==> src/rtl/uart_types_pkg.sv <==
// Shared UART register types, receiver FSM encoding and the parity helper
// used by both the receive and transmit paths.
package uart_types_pkg;

    localparam int OVERSAMPLE_DEF = 16;

    // Line control register, 16550 bit layout (MSB first).
    typedef struct packed {
        logic       dlab;
        logic       set_break;
        logic       stick_parity;
        logic       eps;
        logic       pen;
        logic       stb;
        logic [1:0] wls;
    } lcr_t;

    typedef struct packed {
        logic [7:0] dmsb;
        logic [7:0] dlsb;
    } div_t;

    typedef enum logic [2:0] {
        IDLE,
        START,
        DATA,
        PARITY,
        STOP,
        WAIT_IDLE
    } rx_state_e;

    typedef struct packed {
        logic bi;
        logic fe;
        logic pe;
    } rx_status_t;

    // Parity bit for a 5..8-bit character; bits above the word length are ignored.
    function automatic logic uart_parity(input logic [7:0] data, input logic [1:0] wls,
                                         input logic eps, input logic stick);
        logic [7:0] mask;
        logic       red;
        mask = 8'hFF >> (3'd3 - {1'b0, wls});
        red  = ^(data & mask);
        if (stick) begin
            return ~eps;
        end
        return eps ? red : ~red;
    endfunction

endpackage

==> src/rtl/uart_baud_gen.sv <==
// Baud-rate divisor: one-clock tick every `div` clocks, silent when div is 0.
module uart_baud_gen (
    input  logic        clk,
    input  logic        rst,
    input  logic        clear,
    input  logic [15:0] div,
    output logic        tick
);

    logic [15:0] cnt_q;

    assign tick = (div != 16'd0) && (cnt_q == div - 16'd1);

    always_ff @(posedge clk) begin
        // NOTE: sequential state always uses non-blocking assignment so every
        // flop samples pre-edge values regardless of block ordering.
        if (rst || clear || tick || (div == 16'd0)) begin
            cnt_q <= '0;
        end else begin
            cnt_q <= cnt_q + 16'd1;
        end
    end

endmodule

==> src/rtl/uart_rx_core.sv <==
// UART receive engine: synchroniser, 16x oversampling framer and a single-entry
// holding register that hands characters and line-status flags to the FIFO layer.
module uart_rx_core
    import uart_types_pkg::*;
#(
    parameter int OVERSAMPLE  = OVERSAMPLE_DEF,
    parameter int SYNC_STAGES = 2
) (
    input  logic       clk,
    input  logic       rst,
    input  lcr_t       lcr,
    input  div_t       div,
    input  logic       rx_i,
    output logic [7:0] rx_data_o,
    output logic       rx_valid_o,
    input  logic       rx_ready_i,
    output logic       pe_o,
    output logic       fe_o,
    output logic       bi_o,
    output logic       oe_o,
    output logic       busy_o
);

    localparam int              OS_W    = $clog2(OVERSAMPLE);
    localparam logic [OS_W-1:0] OS_MID  = OS_W'(OVERSAMPLE / 2 - 1);
    localparam logic [OS_W-1:0] OS_LAST = OS_W'(OVERSAMPLE - 1);

    logic [SYNC_STAGES-1:0] sync_q;
    logic                   line;
    logic                   line_q;

    rx_state_e state_q;
    rx_state_e state_d;

    div_t            div_q;
    logic [1:0]      wls_q;
    logic            pen_q;
    logic            eps_q;
    logic            stick_q;
    logic [OS_W-1:0] os_cnt;
    logic [2:0]      bit_idx;
    logic [2:0]      last_bit;
    logic [7:0]      shreg;
    logic            par_q;
    logic            pe_q;

    logic       tick;
    logic       sample;
    logic       start_det;
    logic       frame_done;
    logic [7:0] data_aligned;
    logic       exp_par;
    logic       fe_now;
    logic       bi_now;

    logic [7:0] data_q;
    rx_status_t status_q;
    logic       valid_q;
    logic       oe_q;

    // Framing ignores stop-bit count, DLAB and break generation.
    logic lcr_unused;
    assign lcr_unused = ^{lcr.stb, lcr.dlab, lcr.set_break};

    assign line = sync_q[SYNC_STAGES-1];

    always_ff @(posedge clk) begin
        if (rst) begin
            sync_q <= '1;
            line_q <= 1'b1;
        end else begin
            sync_q <= {sync_q[SYNC_STAGES-2:0], rx_i};
            line_q <= line;
        end
    end

    uart_baud_gen u_baud_gen (
        .clk  (clk),
        .rst  (rst),
        .clear(start_det),
        .div  ({div_q.dmsb, div_q.dlsb}),
        .tick (tick)
    );

    assign sample       = tick && (os_cnt == OS_MID);
    assign last_bit     = 3'd4 + {1'b0, wls_q};
    assign data_aligned = shreg >> (3'd3 - {1'b0, wls_q});
    assign exp_par      = uart_parity(data_aligned, wls_q, eps_q, stick_q);
    assign fe_now       = !line;
    assign bi_now       = (data_aligned == 8'd0) && (!par_q || !pen_q) && !line;

    always_ff @(posedge clk) begin
        if (rst) begin
            state_q <= IDLE;
        end else begin
            state_q <= state_d;
        end
    end

    always_comb begin
        // NOTE: every output of this block gets a default first, so no path
        // leaves a signal unassigned and no latch is inferred.
        state_d    = state_q;
        start_det  = 1'b0;
        frame_done = 1'b0;
        case (state_q)
            IDLE: begin
                if (({div.dmsb, div.dlsb} != 16'd0) && line_q && !line) begin
                    start_det = 1'b1;
                    state_d   = START;
                end
            end
            START: begin
                if (sample) begin
                    state_d = line ? IDLE : DATA;
                end
            end
            DATA: begin
                if (sample && (bit_idx == last_bit)) begin
                    state_d = pen_q ? PARITY : STOP;
                end
            end
            PARITY: begin
                if (sample) begin
                    state_d = STOP;
                end
            end
            STOP: begin
                if (sample) begin
                    frame_done = 1'b1;
                    // A low stop bit may be a break; wait for the line to recover.
                    state_d    = line ? IDLE : WAIT_IDLE;
                end
            end
            WAIT_IDLE: begin
                if (line) begin
                    state_d = IDLE;
                end
            end
            default: state_d = IDLE;
        endcase
    end

    always_ff @(posedge clk) begin
        if (rst) begin
            div_q   <= '0;
            wls_q   <= '0;
            pen_q   <= 1'b0;
            eps_q   <= 1'b0;
            stick_q <= 1'b0;
            os_cnt  <= '0;
            bit_idx <= '0;
            shreg   <= '0;
            par_q   <= 1'b0;
            pe_q    <= 1'b0;
        end else if (start_det) begin
            div_q   <= div;
            wls_q   <= lcr.wls;
            pen_q   <= lcr.pen;
            eps_q   <= lcr.eps;
            stick_q <= lcr.stick_parity;
            os_cnt  <= '0;
            bit_idx <= '0;
            shreg   <= '0;
            par_q   <= 1'b0;
            pe_q    <= 1'b0;
        end else begin
            if (tick) begin
                os_cnt <= (os_cnt == OS_LAST) ? '0 : os_cnt + 1'b1;
            end
            if (sample && (state_q == DATA)) begin
                shreg   <= {line, shreg[7:1]};
                bit_idx <= bit_idx + 3'd1;
            end
            if (sample && (state_q == PARITY)) begin
                par_q <= line;
                pe_q  <= (line != exp_par);
            end
        end
    end

    // A completed frame loads only if the holding register is free this cycle.
    always_ff @(posedge clk) begin
        if (rst) begin
            data_q   <= '0;
            status_q <= '0;
            valid_q  <= 1'b0;
            oe_q     <= 1'b0;
        end else begin
            oe_q <= frame_done && valid_q && !rx_ready_i;
            if (frame_done && (!valid_q || rx_ready_i)) begin
                data_q   <= data_aligned;
                status_q <= '{bi: bi_now, fe: fe_now, pe: pe_q};
                valid_q  <= 1'b1;
            end else if (valid_q && rx_ready_i) begin
                valid_q <= 1'b0;
            end
        end
    end

    assign rx_data_o  = data_q;
    assign rx_valid_o = valid_q;
    assign pe_o       = status_q.pe;
    assign fe_o       = status_q.fe;
    assign bi_o       = status_q.bi;
    assign oe_o       = oe_q;
    assign busy_o     = (state_q != IDLE);

endmodule

==> config.mk <==
export PLATFORM = sky130hd
export DESIGN_NAME = uart_rx_core
export DESIGN_NICKNAME = d
export VERILOG_FILES = /design/src/rtl/uart_types_pkg.sv /design/src/rtl/uart_baud_gen.sv /design/src/rtl/uart_rx_core.sv
export SDC_FILE = /design/constraint.sdc
export NUM_CORES = 1
export LEC_CHECK = 0
export ABC_AREA = 1
export CAP_MARGIN = 40
export CORE_UTILIZATION = 29
export CTS_CLUSTER_SIZE = 30
export DETAILED_ROUTE_END_ITERATION = 10
export GPL_ROUTABILITY_DRIVEN = 0
export GPL_TIMING_DRIVEN = 0
export RECOVER_POWER = 100
export SETUP_SLACK_MARGIN = 0.15
export SLEW_MARGIN = 0
export SYNTH_ARGS = -nofsm -noshare
export SYNTH_HDL_FRONTEND = slang
export SYNTH_SLANG_ARGS = --single-unit
==> constraint.sdc <==
create_clock -name clk -period 2.66 [get_ports clk]
set_input_delay 0.266 -clock clk [delete_from_list [all_inputs] [get_ports clk]]
set_output_delay 0.266 -clock clk [all_outputs]
set_load 0.05 [all_outputs]
==> impl_results.md <==
* Run status: completed
* Number of remaining DRC errors at 0
* Global Route Usage Sum at 15.8%
* Clock Sinks at 73
* Setup skew after layout at 0.00783 ns
* Ports placed on the boundary at 42
* Worst path arrival time at 2.74 ns
* Max-cap viol count at 0
* Num CTS Buffers at 9
* Clock Tree Root: sky130_fd_sc_hd__clkbuf_16
* Aggregate global routing overflow at 0
* Number of levels in the clock H-tree at 3
* Layer with the highest usage after global routing: met2
* Worst slew margin at 44.6%
* Standard cell core area at 13500 µm²
* Row count at 42
* Pin count of the biggest net entering global routing at 15
* Largest fanout on the critical path at 10
* Critical Path Slowest Stage Cell: sky130_fd_sc_hd__clkdlybuf4s50_1
* Die Span Y at 120 µm
* Maximum root-to-sink buffer count at 2
* Drt wl/cell at 12.7 µm
* WS Path Type: primary input to register
* Register area share after synthesis at 35.9%
* Logic depth of the worst register-to-register path at 18
* Upper clock frequency limit at 405 MHz
* Post-Route WL at 10.9 mm
* Ratio of total power to cell area at 741 nW/µm²
* Fraction of layout cells with a size suffix above 1 at 11.9%
* Ratio of final minimum period to clock period at 92.8%
* Worst setup slack before clock tree synthesis at -0.568 ns
* Number of cells in the finished layout apart from fillers at 858
* Iteration count of the initial detailed-routing pass at 5
* Worst Hold Depth at 1
* GR Util met1 at 20.5%
* Clk_lat worst skew at 0.34 ns
* Number of register bits inferred by synthesis at 73
* Effective utilization at floorplan at 30.2%
* Input/output buffers at 38
* CTS tree: yes
* Tmin final at 2.47 ns
* Drt via density at 4.75
* Post-synthesis instance total at 621
* Critical Path Source Type: primary input
* Die Width at 120 µm
* Netlist Area Pre-Place at 4070 µm²
* Remaining antenna violation count after routing at 0
* Count of final setup violators at 0
* Crit path capture type: register
* Yosys warns at 0
* Yosys cell types at 35
* Largest stage delay on the critical path at 0.48 ns
* Setup repair after global routing missed its margin: false
* Peak supply drop at 303 µV
* Smallest setup slack after layout at 0.191 ns
* DPL Wire Length at 8.27 mm
* Number of global-route vias before repair at 3720
* Syn nets at 655
* HP Class: register to register
* Final layout net count at 711
* Vias after detailed routing at 4072
* Worst slew pin tran at 0.824 ns
* Met3 track utilization from global routing at 2.83%
* Met2 GRT Util at 25.4%
* Cells traversed along the worst timing path: clkdlybuf4s50_1 -> nor4_2 -> nand4_1 -> nand3_1 -> nand2_1 -> inv_1 -> nand3_4 -> clkbuf_4 -> nor3_1
* Hold violation total from the final report at 0
* # diodes at 0
* Antenna violations before repair at 0
* # placed instances at 835
* Post-layout utilization of the core at 38.4%
* Average size of a mapped cell at 6.55 µm²
* Leakage Power at 0.00225 µW
* Total die area at 14500 µm²
* First-iteration detailed-routing DRC count at 258
* WP data required at 2.93 ns
* Clock transition at the register clock pins on the worst setup and hold paths after CTS at 0.06 ns
* Final Max Slew Viols at 0
* Wire length of the first global-routing pass at 17.9 mm
* Area grow syn2layout at 27.1%
-- flip-flops by register name (all words and copies together) (netlist names), 2 cells and up --
register and count:
rx_data_o 8, div_q 16, bit_idx 3, shreg 8
u_baud_gen.cnt_q 16, wls_q 2, os_cnt 4, sync_q 2
state_q 3
-- final cells by class --
type	count	area, µm²
Fill cell	1460	8280
Multi-Input combinational cell	453	2340
Sequential cell	73	1460
Timing Repair Buffer	45	427
Inverter	82	313
Clock buffer	9	225
Tap cell	176	220
Clock inverter	7	100
Buffer	13	77.6
-- where the power goes --
| group | internal (µW) | switching [µW] | total [µW] |
|---|---|---|---|
| combinational | 429 | 817 | 1250 |
| sequential | 1160 | 80.6 | 1240 |
| clock | 831 | 511 | 1340 |
| total | 2420 | 1410 | 3830 |
-- routing by layer --
metal / routed length, µm / share of wire [%]
met5: 0 / 0
met4: 312 / 2.9
met3: 405 / 3.7
met2: 5010 / 46
met1: 5200 / 48
-- final timing paths --
| check | from | slack [ns] | to |
|---|---|---|---|
| max | div[12] | 0.19 | u_baud_gen.cnt_q[12] |
| min | sync_q[0] | 0.42 | sync_q[1] |
| max reg2reg | div_q[0] | 0.28 | shreg[7] |
| min reg2reg | sync_q[0] | 0.42 | sync_q[1] |
-- Yosys cell counts (all sizes together) --
| cell type | instances | area (µm²) |
|---|---|---|
| nor3b | 6 | 45.0 |
| mux2i | 2 | 20.0 |
| o221ai | 1 | 8.76 |
| nand2 | 156 | 603 |
| clkinv | 1 | 3.75 |
| nand4 | 9 | 62.6 |
| and2 | 2 | 12.5 |
| clkbuf | 10 | 37.5 |
| xor2 | 14 | 123 |
| and3 | 1 | 6.26 |
| a221oi | 1 | 8.76 |
| dfxtp | 73 | 1460 |
| ha | 6 | 75.1 |
| xnor2 | 4 | 35.0 |
| inv | 81 | 304 |
| buf | 3 | 21.3 |
| nand3 | 36 | 185 |
| nor3 | 12 | 71.3 |
| o21ai | 56 | 280 |
| a21oi | 43 | 219 |
| o41ai | 2 | 17.5 |
| or2 | 5 | 31.3 |
| nand3b | 1 | 7.51 |
| nor2 | 92 | 403 |
| nor4 | 4 | 25.0 |
-- cells by family after synthesis --
family	count (synthesis)	share of synthesized area, %
buffers and inverters	95	9.01
xor gates and xnor gates	18	3.88
DFF	73	35.9
AOI/OAI and AO/OA	103	13.1
adders and majority gates	6	1.85
and+or+nand+nor	324	35.7
muxes	2	0.492
-- repair_timing --
action                     in CTS  in global routing
buffers inserted                2                  3
hold buffers                    0                  0
pin swaps                       2                 11
gates cloned                    0                  2
resized for setup              12                 32
setup endpoints to repair      41                 42
-- metrics by stage --
step           hold WS (ns)  instance area, µm²  power, µW  TNS, ns
5_1_grt               0.436                5170       4080        0
2_1_floorplan         0.328                4070       2140        0
4_1_cts               0.418                5050       3810        0
3_3_place_gp          0.400                4670       2440   -12.10
3_5_place_dp          0.402                4670       2440   -14.53
6_report              0.421                5170       3830        0
-- placed cells by master, fill, tap and decap left out, types with 2 or more instances in the layout --
cell type	Yosys	final
sky130_fd_sc_hd__nor4_1	4	3
sky130_fd_sc_hd__dfxtp_2	0	2
sky130_fd_sc_hd__o41ai_1	2	2
sky130_fd_sc_hd__o21ai_1	3	4
sky130_fd_sc_hd__dfxtp_1	73	71
sky130_fd_sc_hd__o21ai_0	53	52
sky130_fd_sc_hd__clkbuf_16	0	9
sky130_fd_sc_hd__clkbuf_1	10	8
sky130_fd_sc_hd__a21oi_1	42	40
sky130_fd_sc_hd__nand3_1	35	34
sky130_fd_sc_hd__and2_1	2	2
sky130_fd_sc_hd__dlygate4sd3_1	0	15
sky130_fd_sc_hd__nor3_1	11	10
sky130_fd_sc_hd__a21oi_2	1	3
sky130_fd_sc_hd__mux2i_1	2	2
sky130_fd_sc_hd__nand4_1	8	8
sky130_fd_sc_hd__buf_2	2	2
sky130_fd_sc_hd__nor2_2	11	11
sky130_fd_sc_hd__nor3_4	1	2
sky130_fd_sc_hd__nand2_1	149	144
sky130_fd_sc_hd__inv_1	79	74
sky130_fd_sc_hd__nor2_1	77	75
sky130_fd_sc_hd__nor2_4	4	6
sky130_fd_sc_hd__clkdlybuf4s50_1	0	23
sky130_fd_sc_hd__xnor2_1	4	4
sky130_fd_sc_hd__ha_1	6	5
sky130_fd_sc_hd__xor2_1	14	14
sky130_fd_sc_hd__inv_4	0	2
sky130_fd_sc_hd__clkbuf_4	0	2
sky130_fd_sc_hd__inv_6	0	3
sky130_fd_sc_hd__nor3b_1	6	6
sky130_fd_sc_hd__inv_2	2	5
sky130_fd_sc_hd__bufinv_16	0	2
sky130_fd_sc_hd__buf_4	0	5
sky130_fd_sc_hd__nand2_2	7	10
sky130_fd_sc_hd__or2_2	5	5
-- critical path, delay by kind of cell --
kind / cells / cell delay, ns
buffers and inverters: 3 / 0.96
and+or+nand+nor: 6 / 1.50
No activity file was read; power rests on OpenSTA's default activity.
